**src/rtl/id_ex_stage.sv**
```systemverilog
// ID/EX pipeline register: decodes opcode/funct into the ALU control code, holds the
// operands and forwards EX/MEM and MEM/WB results into the ALU inputs.
module id_ex_stage (
  input  logic        clk,
  input  logic        rst_n,
  input  logic        stall,
  input  logic        flush,
  input  logic        id_valid,
  input  logic [5:0]  id_opcode,
  input  logic [5:0]  id_funct,
  input  logic [4:0]  id_rs,
  input  logic [4:0]  id_rt,
  input  logic [4:0]  id_rd,
  input  logic [31:0] id_rs_data,
  input  logic [31:0] id_rt_data,
  input  logic [15:0] id_imm,
  input  logic        exmem_wr_en,
  input  logic        memwb_wr_en,
  input  logic [4:0]  exmem_rd,
  input  logic [4:0]  memwb_rd,
  input  logic [31:0] exmem_result,
  input  logic [31:0] memwb_result,
  output logic [31:0] alu_a,
  output logic [31:0] alu_b,
  output logic [2:0]  alu_ctr,
  output logic        ex_valid,
  output logic        ex_wr_en,
  output logic [4:0]  ex_rd,
  output logic        ex_mem_rd,
  output logic        ex_mem_wr,
  output logic [1:0]  ex_branch,
  output logic        ex_illegal,
  output logic        load_use
);

  typedef enum logic [2:0] {
    ALU_ADD = 3'b000, ALU_SUB = 3'b001, ALU_AND = 3'b010, ALU_OR  = 3'b011,
    ALU_XOR = 3'b100, ALU_SLT = 3'b101, ALU_NOR = 3'b110, ALU_NOT = 3'b111
  } alu_op_e;

  typedef enum logic [1:0] {BR_NONE = 2'b00, BR_BEQ = 2'b01, BR_BNE = 2'b10} branch_e;

  localparam logic [5:0] OP_RTYPE = 6'b000000;
  localparam logic [5:0] OP_BEQ   = 6'b000100;
  localparam logic [5:0] OP_BNE   = 6'b000101;
  localparam logic [5:0] OP_ADDI  = 6'b001000;
  localparam logic [5:0] OP_ADDIU = 6'b001001;
  localparam logic [5:0] OP_SLTI  = 6'b001010;
  localparam logic [5:0] OP_SLTIU = 6'b001011;
  localparam logic [5:0] OP_ANDI  = 6'b001100;
  localparam logic [5:0] OP_ORI   = 6'b001101;
  localparam logic [5:0] OP_XORI  = 6'b001110;
  localparam logic [5:0] OP_LW    = 6'b100011;
  localparam logic [5:0] OP_SW    = 6'b101011;

  alu_op_e     d_ctr;
  branch_e     d_branch;
  logic        d_legal, d_writes, d_use_imm, d_zext, d_load, d_store;
  logic [4:0]  d_dest;
  logic [31:0] d_imm;

  // NOTE: every signal gets a default before the case so no path leaves it unassigned (no latch).
  always_comb begin
    d_ctr     = ALU_ADD;
    d_branch  = BR_NONE;
    d_legal   = 1'b1;
    d_writes  = 1'b0;
    d_use_imm = 1'b0;
    d_zext    = 1'b0;
    d_load    = 1'b0;
    d_store   = 1'b0;
    d_dest    = id_rt;
    unique case (id_opcode)
      OP_RTYPE: begin
        d_dest   = id_rd;
        d_writes = 1'b1;
        case (id_funct)
          6'b100000, 6'b100001: d_ctr = ALU_ADD;
          6'b100010, 6'b100011: d_ctr = ALU_SUB;
          6'b100100:            d_ctr = ALU_AND;
          6'b100101:            d_ctr = ALU_OR;
          6'b100110:            d_ctr = ALU_XOR;
          6'b101010, 6'b101011: d_ctr = ALU_SLT;
          6'b100111:            d_ctr = ALU_NOR;
          default: begin
            d_legal  = 1'b0;
            d_writes = 1'b0;
          end
        endcase
      end
      OP_ADDI, OP_ADDIU: begin d_ctr = ALU_ADD; d_writes = 1'b1; d_use_imm = 1'b1; end
      OP_SLTI, OP_SLTIU: begin d_ctr = ALU_SLT; d_writes = 1'b1; d_use_imm = 1'b1; end
      OP_ANDI: begin d_ctr = ALU_AND; d_writes = 1'b1; d_use_imm = 1'b1; d_zext = 1'b1; end
      OP_ORI:  begin d_ctr = ALU_OR;  d_writes = 1'b1; d_use_imm = 1'b1; d_zext = 1'b1; end
      OP_XORI: begin d_ctr = ALU_XOR; d_writes = 1'b1; d_use_imm = 1'b1; d_zext = 1'b1; end
      OP_LW:   begin d_ctr = ALU_ADD; d_writes = 1'b1; d_use_imm = 1'b1; d_load = 1'b1; end
      OP_SW:   begin d_ctr = ALU_ADD; d_use_imm = 1'b1; d_store = 1'b1; end
      OP_BEQ:  begin d_ctr = ALU_SUB; d_branch = BR_BEQ; end
      OP_BNE:  begin d_ctr = ALU_SUB; d_branch = BR_BNE; end
      default: d_legal = 1'b0;
    endcase
  end

  assign d_imm = d_zext ? {16'h0000, id_imm} : {{16{id_imm[15]}}, id_imm};

  alu_op_e     ctr_q;
  logic [4:0]  rs_q, rt_q;
  logic [31:0] rs_data_q, rt_data_q, imm_q;
  logic        use_imm_q;
  logic [31:0] fwd_rs, fwd_rt;
  logic        rs_exmem, rs_memwb, rt_exmem, rt_memwb;

  // EX/MEM is the younger result, so it wins over MEM/WB; register 0 is never bypassed.
  assign rs_exmem = exmem_wr_en && (exmem_rd == rs_q) && (rs_q != 5'd0);
  assign rs_memwb = memwb_wr_en && (memwb_rd == rs_q) && (rs_q != 5'd0);
  assign rt_exmem = exmem_wr_en && (exmem_rd == rt_q) && (rt_q != 5'd0);
  assign rt_memwb = memwb_wr_en && (memwb_rd == rt_q) && (rt_q != 5'd0);

  assign fwd_rs = rs_exmem ? exmem_result : (rs_memwb ? memwb_result : rs_data_q);
  assign fwd_rt = rt_exmem ? exmem_result : (rt_memwb ? memwb_result : rt_data_q);

  assign alu_a   = fwd_rs;
  assign alu_b   = use_imm_q ? imm_q : fwd_rt;
  assign alu_ctr = ctr_q;

  assign load_use = ex_valid && ex_mem_rd && id_valid && (ex_rd != 5'd0) &&
                    ((ex_rd == id_rs) || (ex_rd == id_rt));

  // NOTE: state is written with non-blocking assignments so every register samples pre-edge values.
  always_ff @(posedge clk or negedge rst_n) begin
    if (!rst_n) begin
      ex_valid   <= 1'b0;
      ex_wr_en   <= 1'b0;
      ex_rd      <= 5'd0;
      ex_mem_rd  <= 1'b0;
      ex_mem_wr  <= 1'b0;
      ex_branch  <= BR_NONE;
      ex_illegal <= 1'b0;
      ctr_q      <= ALU_ADD;
      rs_q       <= 5'd0;
      rt_q       <= 5'd0;
      rs_data_q  <= 32'd0;
      rt_data_q  <= 32'd0;
      imm_q      <= 32'd0;
      use_imm_q  <= 1'b0;
    end else if (flush) begin
      ex_valid   <= 1'b0;
      ex_wr_en   <= 1'b0;
      ex_mem_rd  <= 1'b0;
      ex_mem_wr  <= 1'b0;
      ex_branch  <= BR_NONE;
      ex_illegal <= 1'b0;
    end else if (stall) begin
      // Latch the bypassed values so a result retiring from MEM/WB mid-stall is not lost.
      rs_data_q <= fwd_rs;
      rt_data_q <= fwd_rt;
    end else begin
      ex_valid   <= id_valid;
      ex_wr_en   <= id_valid && d_writes && (d_dest != 5'd0);
      ex_rd      <= d_dest;
      ex_mem_rd  <= id_valid && d_load;
      ex_mem_wr  <= id_valid && d_store;
      ex_branch  <= id_valid ? d_branch : BR_NONE;
      ex_illegal <= id_valid && !d_legal;
      ctr_q      <= d_ctr;
      rs_q       <= id_rs;
      rt_q       <= id_rt;
      rs_data_q  <= id_rs_data;
      rt_data_q  <= id_rt_data;
      imm_q      <= d_imm;
      use_imm_q  <= d_use_imm;
    end
  end

endmodule
```
**config.mk**
```make
export PLATFORM = sky130hd
export DESIGN_NAME = id_ex_stage
export DESIGN_NICKNAME = d
export VERILOG_FILES = /design/src/rtl/id_ex_stage.sv
export SDC_FILE = /design/constraint.sdc
export NUM_CORES = 1
export LEC_CHECK = 0
export ABC_AREA = 1
export ABC_CLOCK_PERIOD_IN_PS = 1600
export CORE_ASPECT_RATIO = 0.5
export CORE_MARGIN = 2
export CORE_UTILIZATION = 42
export CTS_BUF_LIST = sky130_fd_sc_hd__clkbuf_2 sky130_fd_sc_hd__clkbuf_4 sky130_fd_sc_hd__clkbuf_8
export DETAILED_ROUTE_END_ITERATION = 10
export GPL_TIMING_DRIVEN = 0
export PLACE_DENSITY_LB_ADDON = 0.08
export SYNTH_ARGS = -nofsm -noshare
export SYNTH_HDL_FRONTEND = slang
export SYNTH_SLANG_ARGS = --single-unit
```
**constraint.sdc**
```tcl
create_clock -name clk -period 1.6 [get_ports clk]
set_input_delay 0.32 -clock clk [delete_from_list [all_inputs] [get_ports clk]]
set_output_delay 0.32 -clock clk [all_outputs]
set_load 0.02 [all_outputs]
```
# After elaboration in Yosys (flattened, before gate mapping)

Cells that the tools add are included.

Eq/ne operators: 28
Bitwise gates (word level): 2
Reductions and logical operators: 34
Multiplexer cells: 32

Operator list:

| kind                                          | count |
|---|---|
| 2-to-1 mux 32 bit                             | 8 |
| == test 6 bit, second input constant          | 12 |
| == test 6 x 4 -> 1 bit, second input constant | 7 |
| case mux 3 bit (6 select lines)               | 2 |
| == test 5 bit                                 | 6 |
| nonzero test 5 bit                            | 4 |
| logical AND 1 bit                             | 17 |
| 2-to-1 mux 1 bit                              | 15 |
| == test 6 x 3 -> 1 bit, second input constant | 2 |
| OR reduction 11 bit                           | 1 |
| OR reduction 10 bit                           | 1 |
| OR reduction 9 bit                            | 1 |
| OR reduction 2 bit                            | 4 |
| OR reduction 8 bit                            | 1 |
| zero test 6 bit                               | 1 |
| 2-to-1 mux 2 bit                              | 3 |
| 2-to-1 mux 5 bit                              | 1 |
| case mux 1 bit (2 select lines)               | 2 |
| case mux 2 bit (2 select lines)               | 1 |
| OR reduction 3 bit                            | 1 |
| != test 2 x 1 -> 1 bit, second input constant | 1 |
| inverter 1 bit                                | 2 |
| AND reduction 2 bit                           | 1 |
| zero test 1 bit                               | 1 |
| logical OR 1 bit                              | 1 |

Register bits after elaboration: 122
Output and inout port bits: 80
Logic and storage cells: 110
Input bits: 188

# Longest topological paths before layout

Gate-level depths: netlist (run 1).

Depth in word-level cells: 8
Gate-level depth with buffers: 12
Mapped depth without buffers: 11

# Worst setup path after synthesis (run 1)

OpenSTA, ideal clock, no wires.

Path kind: reg-to-output
From: reg rs_q[3]
To: out alu_a[10]
Data arrival time: 1.386 ns
Setup slack: -0.106 ns
Data required time: 1.280 ns
Stages on the path, launching flop included: 10
Buffers on the path: 1
Cell sequence: dfrtp_1 > inv_1 > nand3_1 > nor2_2 > nor2_1 > nand2_2 > inv_2 > buf_2 > nand2_1 > and2_1

Cells in the longest elaborated chain, start to end: 5
Elaborated cells on any way between the ends: 9
Those cells by class: eq/ne: 2; mux: 2; reduce/logical: 5

Ends and longest elaborated chain:

| element                        | RTL line | RTL |
|---|---|---|
| start: declaration             | 107      | `logic [4:0] rs_q, rt_q;` |
| start signal: assignment       | 166      | `rs_q <= id_rs;` |
| == test 5 bit                  | 115      | `assign rs_memwb = memwb_wr_en && (memwb_rd == rs_q) && (rs_q != 5'd0);` |
| logical AND 1 bit (2 in a row) | 115      |  |
| 2-to-1 mux 32 bit              | 119      | `assign fwd_rs = rs_exmem ? exmem_result : (rs_memwb ? memwb_result : rs_data_q);` |
| 2-to-1 mux 32 bit *            | 119      |  |
| end: declaration               | 23       | `output logic [31:0] alu_a,` |

Mark *: on every way between the ends. The rest lies on a longest branch, timed or not.

# Final worst setup path (run 1)

From: reg rt_q[2]
To: out alu_b[22]

Cells in the longest elaborated chain, start to end: 6
Elaborated cells on any way between the ends: 10
Those cells by class: eq/ne: 2; mux: 3; reduce/logical: 5

Ends and longest elaborated chain:

| element                        | RTL line | RTL |
|---|---|---|
| start: declaration             | 107      |  |
| start signal: assignment       | 167      | `rt_q <= id_rt;` |
| == test 5 bit                  | 117      | `assign rt_memwb = memwb_wr_en && (memwb_rd == rt_q) && (rt_q != 5'd0);` |
| logical AND 1 bit (2 in a row) | 117      |  |
| 2-to-1 mux 32 bit              | 120      | `assign fwd_rt = rt_exmem ? exmem_result : (rt_memwb ? memwb_result : rt_data_q);` |
| 2-to-1 mux 32 bit *            | 120      |  |
| 2-to-1 mux 32 bit *            | 123      | `assign alu_b = use_imm_q ? imm_q : fwd_rt;` |
| end: declaration               | 24       | `output logic [31:0] alu_b,` |

Marks and branches as above.

==> results.cfg, run 1 <==
[worst_setup_path]
cpMostUsedCell = nand2_2
setup.worst_path.class = reg2out
worstPathMaxFanout = 8
worstSetupEndpointType = output port
r2r-start = rt_q[2]
crit_chain = inv_2 > nand2_2 > nand2_2 > nand2_2 > nor2_4 > buf_12 > nand2_8 > buf_8 > nand2_2 > nand3_2 > nand3_2 > nand2_2 > buf_6
startpoint = rt_q[2]
crit_arrival_ns = 2.21
cpMaxStageDelayCell = dfrtp_1
cp-start-kind = register
critPathRequiredTime_ns = 1.28
r2r_cells = 13
max_stage_delay_ns = 0.43

[global_route]
grt_usage_pct = 31.6
antenna_found_initial = 1
grt_pass1_wl_mm = 46.2
grt_overflow = 0
grt_max_degree = 58
grt_pass1_vias = 8996

[layout]
nFillCells = 1100
drive_above_1_share_pct = 38.8
final_area_um2 = 13100
multi_input_area_um2 = 5510
fin_nets = 1598
seq_area_um2 = 2680
antenna_cells = 0
fin_util_pct = 78.7
area_delta_synth_final_pct = 80.6
instances_no_fill = 1642

[sta]
rsz0062_at_grt = true
slew_violations = 0
max-slew-margin-rel_pct = 57.9
hold_viol_final = 0
finalSetupTns_ns = -62.46
min_period_ns = 2.53
finClkSkew_ns = 0.0176
setup_viol = 129
fin_ws_ns = -0.929
timing.final.crit_share_pct = 158
fmax_ghz = 0.395
worstMarginPinSlew_ns = 0.631

[synthesis]
synth-warning-count = 0
syn_area_um2 = 7230
synth.most_common_cell = nand2_1
synth_top_cell_by_area = dfrtp_1
postSynth.asyncResetShare_pct = 100
synth_enable_flop_cells = 0
syn_area_per_cell_um2 = 6.75
synth_area_leaders = dfrtp_1, nand2_1, nand3_1
synth_top_area_share_pct = 37.0
postSynthCellCount = 1072
yosys.cell_types.count = 36
synth_seq_cells = 107
yosysSeqAreaShare_pct = 37.0
synthesis.nets = 1260
synth_commonest_cells = nand2_1, nand3_1, dfrtp_1
synth_top_flop_cell = dfrtp_1

[job]
maxCapViolCount = 0

[outcome]
violations = setup timing
status = complete, but fails checks

[clock_tree]
clk-insertion-delay-late_ns = 0.40
cts_root_buffer = clkbuf_8
cts_buffers = 9
cts_sinks = 107
clkTransAtPathRegs_ns = 0.12
cts_tree = built
cts_buffer_depth = 2
htree_num_levels = 3

[power_and_ir_drop]
powerDensity_nw_per_um2 = 772
vdd_drop_max_mv = 0.488
clockPowerShare_pct = 17.4
leakagePower_nw = 6.28
p_switching_mw = 4.00
seqPwrFrac_pct = 33.6
sw_frac_of_total_pct = 39.6
p_comb_share_pct = 49.0
power.internal_mw = 6.09

[placement]
port_buffers = 267
placed_cells = 1567
placed_area_um2 = 10400
place.gp.congestion = 0.907
dpl.hpwl_mm = 21.3

[routing]
avgRoutedWirePerCell_um = 19.9
drt-initial-drc-count = 731
via_per_inst = 5.70
wl_mm = 32.6
vias = 9361
drt_pre_antenna_iters = 6
route.detailed.drc = 0
ant_nets = 0

[floorplanning]
rows = 33
initial_utilization_pct = 43.6
dieArea_um2 = 18400
core_um2 = 16600
fp.dieW_um = 190
io_pins = 268
die_height_um = 96.8

[min_path]
hp-class = in2async
==> metal layers <==
metal | global-route usage, % | part of all wire (%) | vias to the layer above
met3 | 8.09 | 11 | 108
met4 | 7.45 | 3.0 | 2
met2 | 52.1 | 47 | 569
li1 | - | - | 4236
met1 | 41.9 | 40 | 4446
met5 | 0 | 0.040 | -
==> worst paths after layout <==
path / to / slack (ns)
worst max-delay path: alu_b[22] / -0.93
worst min-delay path: rs_q[4] / 0.45
worst max register to register: rt_data_q[22] / -0.25
worst min register to register: imm_q[3] / 0.48
max in group asynchronous: rs_data_q[0] / 0.45
min in group clk: imm_q[6] / 0.46
==> cell type report <==
cell class	count	area share, %
flip-flops and latches	107	20.5
repair buffers	330	27.2
clock inverters	6	0.412
multi-input cells	823	42.2
plain buffers	61	3.90
clock buffers	10	1.05
inverters	78	2.50
well taps	227	2.17
==> worst max-delay path: cells and delay by family (launching register included) <==
| kind | cells | cell delay, ns |
|---|---|---|
| buffers and inverters | 4 | 0.60 |
| DFF | 1 | 0.43 |
| and+or+nand+nor | 9 | 0.76 |
==> kinds of logic (layout without fill, tap and decap cells) <==
group	Yosys count	count (layout)	share of synthesized area, %
AO/OA/AOI/OAI	103	103	9.75
buffers and inverters	142	485	8.77
AND/OR/NAND/NOR	711	711	43.4
flip-flops	107	107	37.0
XOR/XNOR	9	9	1.09
==> what timing repair did <==
action	in CTS	in global routing
hold buffers	1	0
hold endpoints to repair	56	0
gates resized for setup	627	218
cloned	7	6
setup buffers	24	25
setup endpoints to repair	156	161
pin swaps	31	43
==> stage by stage <==
stage	hold WS (ns)	total power, mW	setup WS [ns]
after global placement	0.455	7.03	-4.21
after CTS	0.454	9.35	-0.832
final	0.451	10.1	-0.929
after global routing	0.447	10.5	-1.00
after detailed placement	0.325	7.09	-1.46
after floorplan	0.0244	5.37	-0.0352
==> power by group through the flow <==
stage | clock network (mW) | logic [mW] | registers (mW)
floorplan | 0 | 2.08 | 3.30
global placement | 0 | 3.72 | 3.31
detailed placement | 0 | 3.77 | 3.32
CTS | 1.75 | 4.31 | 3.29
global route | 1.86 | 5.24 | 3.42
finish | 1.76 | 4.94 | 3.39
==> state kept, by name (all words and copies together), names as in the netlist <==
name        count
ex_illegal      1
ex_mem_rd       1
rt_q            5
ex_mem_wr       1
ex_wr_en        1
rs_q            5
ex_valid        1
ex_rd           5
use_imm_q       1
alu_ctr         3
rt_data_q      32
imm_q          17
rs_data_q      32
ex_branch       2
==> layout by cell type (no fill, tap or decap), types with 32 or more instances in the layout <==
cell type and count:
a22oi_1 64, and2_4 32, buf_6 96, clkdlybuf4s50_1 179, dfrtp_1 103, inv_1 64
nand2_1 271, nand2_2 96, nand3_1 82, nand3_2 130
Note: power is estimated with default switching activity, not from simulation.
==> run 2: changes to the inputs <==
CORE_UTILIZATION = 55   (was 42)
DONT_BUFFER_PORTS = 1   (was unset)
TNS_END_PERCENT = 50   (was unset)
==> run 2 against run 1 <==
The run ends with hold timing, setup timing left; largest power group unchanged; critical path depth is 2 lower; total power is 10% lower; register-to-register slack worse by 0.38 ns; critical path type unchanged; wire length is 12% lower; largest cell class unchanged; core utilization is 0.83 points higher; sequential cell count stayed put; combinational power is 27% lower; cell area is 22% lower.
==> results.cfg, run 2 (same netlist as run 1, synthesis figures left out) <==
[sta]
finalSetupTns_ns = -53.76
min_period_ns = 2.39
fin_ws_ns = -0.791
worstMarginPinSlew_ns = 0.850
holdWs_ns = -0.395
finClkSkew_ns = 0.0158
hold_viol_final = 107
rsz0062_at_grt = true
slew_violations = 0
timing.final.crit_share_pct = 149
max-slew-margin-rel_pct = 43.3
setup_viol = 127
fmax_ghz = 0.418

[routing]
avgRoutedWirePerCell_um = 21.7
drt-initial-drc-count = 827
drt_pre_antenna_iters = 5
via_per_inst = 6.40
wl_mm = 28.6
ant_nets = 0
route.detailed.drc = 0
vias = 8435

[outcome]
status = complete, but fails checks
violations = hold timing, setup timing

[clock_tree]
cts_sinks = 107
htree_num_levels = 3
clkTransAtPathRegs_ns = 0.11
cts_tree = built
cts_root_buffer = clkbuf_8
cts_buffer_depth = 2
cts_buffers = 9
clk-insertion-delay-late_ns = 0.40

[worst_setup_path]
critPathRequiredTime_ns = 1.28
crit_arrival_ns = 2.07
worstPathMaxFanout = 8
cp-start-kind = register
setup.worst_path.class = reg2out
worstSetupEndpointType = output port

[placement]
place.gp.congestion = 0.919
port_buffers = 0
placed_area_um2 = 7650
dpl.hpwl_mm = 18.4
pre_cts_ws_ns = -0.430

[layout]
drive_above_1_share_pct = 38.2
nFillCells = 878
antenna_cells = 0
reg_top3 = rs_data_q: 32 flops, rt_data_q: 32 flops, imm_q: 17 flops
fin_nets = 1331
layout_common_cells = nand2_1, nand3_1, dfrtp_1
final_common_cell = nand2_1
area_delta_synth_final_pct = 40.0
final_area_um2 = 10100

[min_path]
hp-class = in2async

[power_and_ir_drop]
power_mw = 9.04
vdd_drop_max_mv = 0.542
powerDensity_nw_per_um2 = 893
leakagePower_nw = 5.04

[global_route]
grt_usage_pct = 35.8
grt_pass1_vias = 7604
grt_max_degree = 108
grt_pass1_wl_mm = 39.9
antenna_found_initial = 0
grt_overflow = 0

[floorplanning]
dieArea_um2 = 14100
rows = 29
initial_utilization_pct = 56.8
core_um2 = 12700
die_height_um = 85.1
fp.dieW_um = 166
io_pins = 268

[job]
maxCapViolCount = 0
-- run 2: cell types whose count changed in the layout (fill, tap and decap cells not counted), sizes merged --
| cell | previous run | this run |
|---|---|---|
| clkbuf | 45 | 36 |
| clkdlybuf4s50 | 179 | 0 |
| dlygate4sd3 | 1 | 0 |
| clkinvlp | 1 | 0 |
| inv | 80 | 79 |
| dlymetal6s2s | 2 | 0 |
| dlygate4sd2 | 19 | 0 |
| bufinv | 0 | 2 |
| buf | 155 | 98 |
-- run 2: worst paths after layout --
kind | end | depth (start not counted) | slack (ns) | from
max | alu_b[21] | 11 | -0.79 | rt_q[1]
min | rt_q[2] | 0 | -0.40 | rst_n
max reg2reg | rs_data_q[26] | 16 | -0.63 | rs_q[4]
min reg2reg | imm_q[4] | 2 | 0.48 | imm_q[4]
max in group asynchronous | rt_data_q[25] | 0 | 1.77 | rst_n
min in group clk | ex_branch[0] | 1 | 0.03 | id_opcode[0]
-- run 2: metrics by stage --
stage          util (%)  hold WS (ns)  cells
2_1_floorplan         -        0.0244   1072
3_3_place_gp       60.1        0.0261   1242
3_5_place_dp       60.1        0.0258   1242
4_1_cts            69.9        -0.403   1296
5_1_grt            79.5        -0.419   1318
6_report           79.5        -0.395   1318
-- run 2: final cells by class --
type	instances	area (µm²)	area share (%)
Multi-Input combinational cell	823	5550	54.7
Sequential cell	107	2680	26.5
Timing Repair Buffer	61	629	6.21
Buffer	63	509	5.03
Inverter	78	322	3.17
Tap cell	170	213	2.10
Clock buffer	10	138	1.36
Clock inverter	6	93.8	0.926
-- run 2: layer usage --
layer	wire [µm]	track usage, %	up-vias	part of all wire (%)
met5	0	0	-	0
met4	1220	10.4	0	4.3
met3	3470	11.2	137	12
met2	13100	57.8	588	46
met1	10700	46.9	4012	38
li1	-	-	3698	-
-- run 2: power by group --
group	switching, mW	total, mW	internal (mW)
registers	0.343	3.40	3.05
clock network	1.08	2.03	0.947
logic	2.19	3.62	1.43
-- run 2: worst max-delay path, stage by stage (launching register included) --
cell     delay (ns)
dfrtp_1        0.44
inv_2          0.09
nand3_2        0.10
nor2_4         0.18
nor2_4         0.06
nand3_4        0.08
buf_12         0.16
inv_16         0.06
buf_8          0.14
nand2_1        0.08
nand3_1        0.11
nand2_2        0.16
-- run 2: what timing repair did --
item / in CTS / in global routing
hold endpoints to repair: 107 / 107
setup buffers: 27 / 24
cloned: 11 / 2
endpoints found under the setup margin: 126 / 129
gates resized for setup: 186 / 230
pin swaps: 76 / 92
